## src/rtl/ct_spsram_2048x32_arb.sv

```systemverilog
// Round-robin arbiter for two requesters sharing one single-port SRAM (2048x32 by default).
// Optional macro CT_SPSRAM_ARB_INIT_EN: after reset, zero every word before accepting requests.
`timescale 1ns/1ps
module ct_spsram_2048x32_arb #(
    parameter int ADDR_WIDTH = 11,
    parameter int DATA_WIDTH = 32
) (
    input  logic                      forever_cpuclk,
    input  logic                      cpurst,
    input  logic                      a_req,
    input  logic                      b_req,
    input  logic                      a_we,
    input  logic                      b_we,
    input  logic [ADDR_WIDTH-1:0]     a_addr,
    input  logic [ADDR_WIDTH-1:0]     b_addr,
    input  logic [DATA_WIDTH-1:0]     a_wdata,
    input  logic [DATA_WIDTH-1:0]     b_wdata,
    input  logic [DATA_WIDTH/8-1:0]   a_be,
    input  logic [DATA_WIDTH/8-1:0]   b_be,
    output logic                      a_gnt,
    output logic                      b_gnt,
    output logic                      a_rvld,
    output logic                      b_rvld,
    output logic [DATA_WIDTH-1:0]     rdata,
    output logic                      arb_ready,
    output logic                      sram_cen,
    output logic                      sram_gwen,
    output logic [DATA_WIDTH-1:0]     sram_wen,
    output logic [ADDR_WIDTH-1:0]     sram_a,
    output logic [DATA_WIDTH-1:0]     sram_d,
    input  logic [DATA_WIDTH-1:0]     sram_q
);
    localparam int BE_W = DATA_WIDTH / 8;

    logic                  w_run;
    logic                  w_init_wr;
    logic [ADDR_WIDTH-1:0] w_init_addr;
    logic                  w_a_gnt;
    logic                  w_b_gnt;
    logic                  w_we;
    logic [BE_W-1:0]       w_be;
    logic [DATA_WIDTH-1:0] w_wen;
    logic                  r_ptr;
    logic                  r_a_rvld;
    logic                  r_b_rvld;

`ifdef CT_SPSRAM_ARB_INIT_EN
    localparam logic [0:0] ST_INIT = 1'b0;
    localparam logic [0:0] ST_RUN  = 1'b1;

    logic [0:0]            r_state;
    logic [ADDR_WIDTH-1:0] r_cnt;

    // Counter parks at the last address so the final zero write is issued once.
    always_ff @(posedge forever_cpuclk or posedge cpurst) begin
        if (cpurst) begin
            r_state <= ST_INIT;
            r_cnt   <= '0;
        end else if (r_state == ST_INIT) begin
            if (r_cnt == {ADDR_WIDTH{1'b1}}) begin
                r_state <= ST_RUN;
            end else begin
                r_cnt <= r_cnt + {{(ADDR_WIDTH-1){1'b0}}, 1'b1};
            end
        end
    end

    assign w_run       = (r_state == ST_RUN) & ~cpurst;
    assign w_init_wr   = (r_state == ST_INIT) & ~cpurst;
    assign w_init_addr = r_cnt;
    assign arb_ready   = (r_state == ST_RUN);
`else
    assign w_run       = ~cpurst;
    assign w_init_wr   = 1'b0;
    assign w_init_addr = '0;
    assign arb_ready   = 1'b1;
`endif

    // r_ptr = 0 favours A, 1 favours B; only consulted when both request.
    assign w_a_gnt = w_run & a_req & (~b_req | ~r_ptr);
    assign w_b_gnt = w_run & b_req & (~a_req |  r_ptr);
    assign a_gnt   = w_a_gnt;
    assign b_gnt   = w_b_gnt;

    always_ff @(posedge forever_cpuclk or posedge cpurst) begin
        if (cpurst) begin
            r_ptr    <= 1'b0;
            r_a_rvld <= 1'b0;
            r_b_rvld <= 1'b0;
        end else begin
            if (w_run & a_req & b_req) begin
                r_ptr <= ~r_ptr;
            end
            r_a_rvld <= w_a_gnt & ~a_we;
            r_b_rvld <= w_b_gnt & ~b_we;
        end
    end

    assign a_rvld = r_a_rvld;
    assign b_rvld = r_b_rvld;
    assign rdata  = (r_a_rvld | r_b_rvld) ? sram_q : '0;

    assign w_we = w_b_gnt ? b_we : a_we;
    assign w_be = w_b_gnt ? b_be : a_be;

    always_comb begin
        w_wen = '1;
        for (int i = 0; i < BE_W; i++) begin
            w_wen[i*8 +: 8] = {8{~(w_we & w_be[i])}};
        end
    end

    always_comb begin
        sram_cen  = 1'b1;
        sram_gwen = 1'b1;
        sram_wen  = '1;
        sram_a    = w_b_gnt ? b_addr : a_addr;
        sram_d    = w_b_gnt ? b_wdata : a_wdata;
        if (w_init_wr) begin
            sram_cen  = 1'b0;
            sram_gwen = 1'b0;
            sram_wen  = '0;
            sram_a    = w_init_addr;
            sram_d    = '0;
        end else if (w_a_gnt | w_b_gnt) begin
            sram_cen  = 1'b0;
            sram_gwen = ~w_we;
            sram_wen  = w_wen;
        end
    end
endmodule

```

## config.mk

```make
export PLATFORM = sky130hd
export DESIGN_NAME = ct_spsram_2048x32_arb
export DESIGN_NICKNAME = d
export VERILOG_FILES = /design/src/rtl/ct_spsram_2048x32_arb.sv
export SDC_FILE = /design/constraint.sdc
export NUM_CORES = 1
export LEC_CHECK = 0
export ABC_AREA = 1
export CAP_MARGIN = 20
export CORE_AREA = 2 2 94 96
export CTS_CLUSTER_DIAMETER = 200
export DETAILED_ROUTE_END_ITERATION = 12
export DIE_AREA = 0 0 96 98
export PLACE_DENSITY = 0.73
export SETUP_SLACK_MARGIN = 0.15
export SYNTH_ARGS = -nofsm -noshare
export SYNTH_HDL_FRONTEND = slang
export SYNTH_SLANG_ARGS = --single-unit
```

## constraint.sdc

```tcl
create_clock -name forever_cpuclk -period 2.62 [get_ports forever_cpuclk]
set_input_delay 0.393 -clock forever_cpuclk [delete_from_list [all_inputs] [get_ports forever_cpuclk]]
set_output_delay 0.393 -clock forever_cpuclk [all_outputs]
set_load 0.01 [all_outputs]
```

==> results of run 1 <==
## worst paths after layout
| kind | from | endpoint | depth (start not counted) |
|---|---|---|---|
| setup / recovery | cpurst | sram_cen | 8 |
| hold / removal | b_req | r_ptr$_DFFE_PP0P_ | 3 |
| setup reg to reg | r_ptr$_DFFE_PP0P_ | b_rvld$_DFF_PP0_ | 5 |
| hold reg to reg | r_ptr$_DFFE_PP0P_ | r_ptr$_DFFE_PP0P_ | 2 |
| max in group asynchronous | cpurst | a_rvld$_DFF_PP0_ | 3 |
| min in group asynchronous | cpurst | r_ptr$_DFFE_PP0P_ | 3 |
## per-stage QoR
stage,setup WS (ns),total power [mW]
after floorplan,0.878,0.441
after global placement,-0.0409,0.983
after detailed placement,-0.0837,0.993
after CTS,0.0287,1.10
after global routing,0.100,1.17
final,0.187,1.09
## tightest hold or removal path: stages
cell	delay, ns
sky130_fd_sc_hd__dlymetal6s2s_1	0.15
sky130_fd_sc_hd__nand3_1	0.12
sky130_fd_sc_hd__xor2_1	0.07
## metal layers
layer  wire [um]  vias up
met5           0        -
met4          53        0
met3         854        6
met2        3490      144
met1        2210      973
li1            -     1203
## state kept, by name (all words and copies together) (netlist names)
register  cells
a_rvld        1
r_ptr         1
b_rvld        1
## Yosys cell counts
master / count / area share (%)
sky130_fd_sc_hd__o21ai_2: 1 / 0.69
sky130_fd_sc_hd__xor2_1: 1 / 0.69
sky130_fd_sc_hd__buf_6: 2 / 1.8
sky130_fd_sc_hd__nand3_1: 10 / 3.9
sky130_fd_sc_hd__inv_2: 1 / 0.29
sky130_fd_sc_hd__clkinv_2: 1 / 0.39
sky130_fd_sc_hd__nand2_1: 140 / 41
sky130_fd_sc_hd__inv_1: 38 / 11
sky130_fd_sc_hd__nor2_4: 1 / 0.88
sky130_fd_sc_hd__buf_2: 3 / 1.2
sky130_fd_sc_hd__conb_1: 1 / 0.29
sky130_fd_sc_hd__dfrtp_1: 3 / 5.9
sky130_fd_sc_hd__nand2_2: 2 / 0.98
sky130_fd_sc_hd__clkbuf_1: 3 / 0.88
sky130_fd_sc_hd__nor2_1: 35 / 10
sky130_fd_sc_hd__buf_4: 33 / 19
## cell families after synthesis
logic type | Yosys count | share of synthesized area [%]
flops | 3 | 5.89
compound gates | 1 | 0.687
other cells | 1 | 0.294
buf+inv | 81 | 35.1
xor+xnor | 1 | 0.687
simple gates | 188 | 57.3
## power by group
part | total, mW | internal [mW] | switching [mW]
clock | 0.138 | 0.104 | 0.0342
combinational | 0.887 | 0.507 | 0.380
sequential | 0.0625 | 0.0566 | 0.00585
total | 1.09 | 0.668 | 0.420
## layout by cell type (no fill, tap or decap), types with 5 or more instances in the layout
cell and n:
sky130_fd_sc_hd__buf_4 14, sky130_fd_sc_hd__clkdlybuf4s50_1 168, sky130_fd_sc_hd__dlygate4sd2_1 42, sky130_fd_sc_hd__dlymetal6s2s_1 34, sky130_fd_sc_hd__inv_1 37, sky130_fd_sc_hd__nand2_1 140
sky130_fd_sc_hd__nand3_1 5, sky130_fd_sc_hd__nor2_1 33
## cell type report
| class | instances | area (um^2) |
|---|---|---|
| Fill cell | 856 | 4600 |
| Sequential cell | 3 | 75.1 |
| Tap cell | 108 | 135 |
| Timing Repair Buffer | 261 | 2640 |
| Multi-Input combinational cell | 191 | 817 |
| Clock buffer | 4 | 45.0 |
| Inverter | 40 | 155 |
## repair_timing
action,4_1_cts,5_1_grt
setup endpoints to repair,75,45
setup buffers,2,2
gates resized for setup,53,39
pin swaps,0,3
==> summary by stage, run 1 <==
Status
The run finished with clean final reports.

Die
Pin placement for this block handled 246 I/O pins. The height of the chip is 98 um. The die boundary width is 96 um. The floorplan step defined a core boundary enclosing 8470 um^2. In this run the core area contains 34 standard-cell rows. Once the floorplan was initialized, standard cells occupied 15.1% of the core. The area of the die is 9410 um^2.

GRT
In the global route stage, overall resource usage came out at 12.5%. Global routing consumed, on the met2 layer, 24.6% of the routing resources. The met1 track demand over resource is 12.2%. The number of antenna violations at the first check in global routing is 0. Entering global routing, the biggest net connects 39 pins. Global routing consumed, on the met3 layer, 4.32% of the routing resources. met2 is the most crowded layer. The via count of the first global-routing pass is 2,213. The global route total overflow is 0. The wire length of the first global-routing pass is 9630 um.

Route
The first TritonRoute pass finished after 4 iterations. The first routing iteration left 31 violations. In the final routed layout, each cell accounts on average for 10.9 um. The number of design rule violations left after detail routing is 0. The via count is 2,326. The count of nets left with antenna violations once routing finished came out at 0. The mean number of vias per cell is 3.83.

After detailed routing, the total wire length is 6610 um.

Layout
For this run, the post-layout net count is 632. After routing the design area is 3870 um^2. Cells fill 45.7% of the core in the end. Excluding fillers, the count of instances in the completed layout stands at 607. The layout cell share with drive strength beyond 1 is 6.81%. The number of antenna diodes is 0. The post-synthesis to final-layout area growth is 203%.

Timing
The max-slew violation count was 0. Setup repair after global routing could not meet its margin everywhere. The post-route worst hold slack is 0.553 ns. The final total negative setup slack is 0 ns. The peak clock frequency supported by timing is 0.411 GHz. The final period utilization is 92.8%. The final critical delay including setup and external delays is 2.43 ns. The final count of negative-setup-slack endpoints is 0.

The final hold violation count is 0. Between clock sinks in the finished design, the worst skew comes to 0.000371 ns.

Critical path
STA puts the critical path data required time at 2.23 ns. In this run the worst path has a maximum fanout of 8. The worst-case register-to-register setup slack is 1.61 ns. The sort of element at the start of the critical path is an input pin. The largest single stage delay on the critical path is 0.53 ns. The top cell family by delay on the critical path is buffers and inverters. The slowest stage of the critical path belongs to the cell sky130_fd_sc_hd__clkdlybuf4s50_1.

The path type of the worst setup path is input pin to primary output. The endpoint type of the worst setup path is a primary output. The number of buffers and inverters on the critical path is 5. The signal on the critical path passes through clkdlybuf4s50_1 > nor2_4 > nand2_4 > buf_4 > buf_4 > nand2_1 > inv_1 > clkdlybuf4s50_1. Data on the critical path arrives at its endpoint at 2.04 ns.

Clocking
After clock tree synthesis, the clock-pin slew on the worst setup and hold paths is 0.03 ns. The clock tree from TritonCTS is yes. The insertion delay of the later-clocked pin in the worst-skew pair is 0.22 ns. The clock net in this run drives a total of 3 sinks. In this run the number of H-tree levels came out at 1. No sink is reached through more buffers than the 2 on the longest clock path.

The clock tree root driver cell is sky130_fd_sc_hd__clkbuf_8. After clock tree synthesis, the flow added hold-fix buffers numbering 0. The number of buffers added by the clock tree synthesis step is 3.

Pwr
The power per standard cell area is 281 nW/um^2. The peak supply drop is 0.127 mV. In this run the static leakage power is 2.05 nW.

Place
The total half-perimeter wirelength after legalization and detailed placement is 5780 um. The count of input and output buffers is 244. The final RePlAce weighted congestion is 0.798.

Once placement finished, the instance area stood at 3680 um^2. The post-placement cell count is 599.

Flow run
The number of maximum-capacitance constraint violations is 0.

Worst hold path
The path category of the worst min-delay check is input pin to flop.

Yosys
Summing every instance area after synthesis gives 1270 um^2. The net count after synthesis is 407. The number of standard cells after synthesis is 275.

The synthesis warning total is 0. The average instance in the mapped netlist occupies 4.64 um^2. Of the synthesized area, sequential elements account for 5.89%. The number of unique standard cell types used by synthesis is 16. After synthesis the netlist holds a flip-flop and latch count of 3.
Power figures use the tool's default switching activity.
==> inputs of run 2 (changes only) <==
CTS_BUF_LIST = sky130_fd_sc_hd__clkbuf_8   (was default)
==> summary by stage, run 2 (synthesis results as in run 1) <==
Status
The flow ran to the end, and the final reports show no timing, DRC or antenna violations.

Place
Once detailed placement completed, the half-perimeter wirelength came to 5780 um. The final RePlAce weighted congestion is 0.798. The post-placement cell count is 599. During placement, the flow inserted port buffers numbering 244.

The setup slack after placement is -0.0837 ns.

Timing
For this run, the top clock speed supported by timing is 0.411 GHz. The worst path meets setup with 0.187 ns of slack. The final total negative setup slack is 0 ns. Of the available clock period, the critical path in the final layout requires 92.9%. Setup violations remaining at the end of the flow were counted as 0. The final critical delay including setup and external delays is 2.43 ns. The final hold violation count is 0. Across the routed clock network, the largest skew measured is 0.000777 ns.

Setup repair after global routing could not meet its margin everywhere. The max-slew violation count came to 0.

Critical path
The endpoint type of the worst setup path is a primary output. Of all nets on the critical path, the largest fanout is 8. By startpoint and endpoint, the worst setup path is classified as input pin to primary output. Data arrives at the worst endpoint at 2.04 ns. The sort of element at the start of the critical path is an input pin. In this design, the stage delay of the slowest critical-path cell is 0.53 ns.

STA puts the critical path data required time at 2.23 ns. The critical path goes through clkdlybuf4s50_1 > nor2_4 > nand2_4 > buf_4 > buf_4 > nand2_1 > inv_1 > clkdlybuf4s50_1. The slowest stage of the critical path belongs to the cell sky130_fd_sc_hd__clkdlybuf4s50_1.

Clocking
The total of hold buffers inserted after clock tree synthesis is 0. The maximum root-to-sink buffer count is 2. For the worst-skew pair, the clock arrives at the later sink with an insertion delay of 0.22 ns. The clock tree from TritonCTS is yes. The number of clock sinks seen by CTS is 3. The count of H-tree levels built during CTS is 1.

The clock-pin slew reported for the worst setup and hold paths after clock tree synthesis is 0.03 ns. The tree is rooted in a sky130_fd_sc_hd__clkbuf_8. The number of buffers added by the clock tree synthesis step is 3.

Pwr
The analysis attributes to cell leakage a power of 2.06 nW. The peak supply drop is 0.127 mV. The power per standard cell area is 280 nW/um^2.

The power after layout is 1.08 mW.

Layout
The number of nets in the final layout is 632. The layout cell share with drive strength beyond 1 is 6.81%. The most common cell after layout, fill and taps aside is sky130_fd_sc_hd__clkdlybuf4s50_1. The end-of-flow core utilization is 45.7%. The top cell types in the final layout, fill and taps aside, are 168 x sky130_fd_sc_hd__clkdlybuf4s50_1, 140 x sky130_fd_sc_hd__nand2_1, 42 x sky130_fd_sc_hd__dlygate4sd2_1, 38 x sky130_fd_sc_hd__inv_1, 34 x sky130_fd_sc_hd__dlymetal6s2s_1. The final instance count without filler cells is 607. The number of antenna diodes in the final layout is 0. Compared with the post-synthesis result, the final layout area differs by 203%. After filler insertion, the fill cell instance count of the layout stands at 856.

Route
The detailed router placed 2,326 vias in this run. The count of nets left with antenna violations once routing finished came out at 0. The overall routed net length is 6610 um. The violation count after the first detailed-routing iteration is 31. The number of design rule violations left after detail routing is 0. The mean number of vias per cell is 3.83.

The count of TritonRoute iterations in the first routing pass is 4. The average routed wire per standard cell is 10.9 um.

GRT
The number of antenna violations at the first check in global routing is 0. The first global-routing pass estimated 9630 um of wire. Summed over all layers, the global routing overflow is 0. The via count of the first global-routing pass is 2,213.

The largest net degree at the start of global routing is 39. In the global route stage, overall resource usage came out at 12.5%.

Flow run
Max-cap violations in this run came to 0.

Die
The height of the chip is 98 um. Measured along the x axis, the die boundary spans 96 um. The effective utilization at floorplan is 15.1%. The region available for standard cell placement spans 8470 um^2. In this run the core area contains 34 standard-cell rows.

246 I/O pins were placed. The area of the die is 9410 um^2.

Worst hold path
The path category of the worst min-delay check is input pin to flop.
==> run 2: cell count changes in the layout (fill, tap and decap cells not counted) <==
cell                       before  now
sky130_fd_sc_hd__clkbuf_1       1    0
sky130_fd_sc_hd__inv_1         37   38
==> run 2: per-layer routing <==
metal,track usage (%),up-vias,part of all wire [%],wire [um]
met5,0,-,0,0
met4,2.53,0,0.80,53
met3,4.32,6,13,854
met2,24.6,144,53,3490
met1,12.2,973,33,2210
li1,-,1203,-,-
==> run 2: power by group <==
group,internal (mW),leakage [nW],switching [mW]
clock,0.100,0.0269,0.0345
combinational,0.507,1.99,0.380
sequential,0.0566,0.0388,0.00585
total,0.664,2.06,0.420
==> run 2: critical path: cells and delay by family <==
| kind | cells | cell delay [ns] |
|---|---|---|
| buffers and inverters | 5 | 1.38 |
| AND/OR/NAND/NOR | 3 | 0.24 |
==> run 2: timing repair <==
item                                    4_1_cts  5_1_grt
gates resized for setup                      53       39
setup buffers                                 2        2
endpoints found under the setup margin       75       45
pin swaps                                     0        3
==> run 2: stage by stage <==
step	cell area, um^2	hold slack (ns)
after floorplan	1270	0.163
after global routing	3870	0.569
after global placement	3680	0.572
final	3870	0.553
after CTS	3740	0.544
after detailed placement	3680	0.586
==> run 2: worst paths after layout <==
kind / cells after the start / end / startpoint / slack [ns]
worst min register to register: 2 / r_ptr$_DFFE_PP0P_ / r_ptr$_DFFE_PP0P_ / 0.59
worst max-delay path: 8 / sram_cen / cpurst / 0.19
worst max register to register: 5 / b_rvld$_DFF_PP0_ / r_ptr$_DFFE_PP0P_ / 1.61
max in group asynchronous: 3 / a_rvld$_DFF_PP0_ / cpurst / 1.97
worst min-delay path: 3 / r_ptr$_DFFE_PP0P_ / b_req / 0.55
min in group asynchronous: 3 / r_ptr$_DFFE_PP0P_ / cpurst / 0.56
==> run 2: final cells by class <==
class / count / area [um^2] / share of cell area (%)
inverters: 40 / 155 / 4.01
multi-input cells: 191 / 817 / 21.1
well taps: 108 / 135 / 3.49
flip-flops and latches: 3 / 75.1 / 1.94
clock inverters: 1 / 3.75 / 0.0971
repair buffers: 261 / 2640 / 68.3
clock buffers: 3 / 41.3 / 1.07
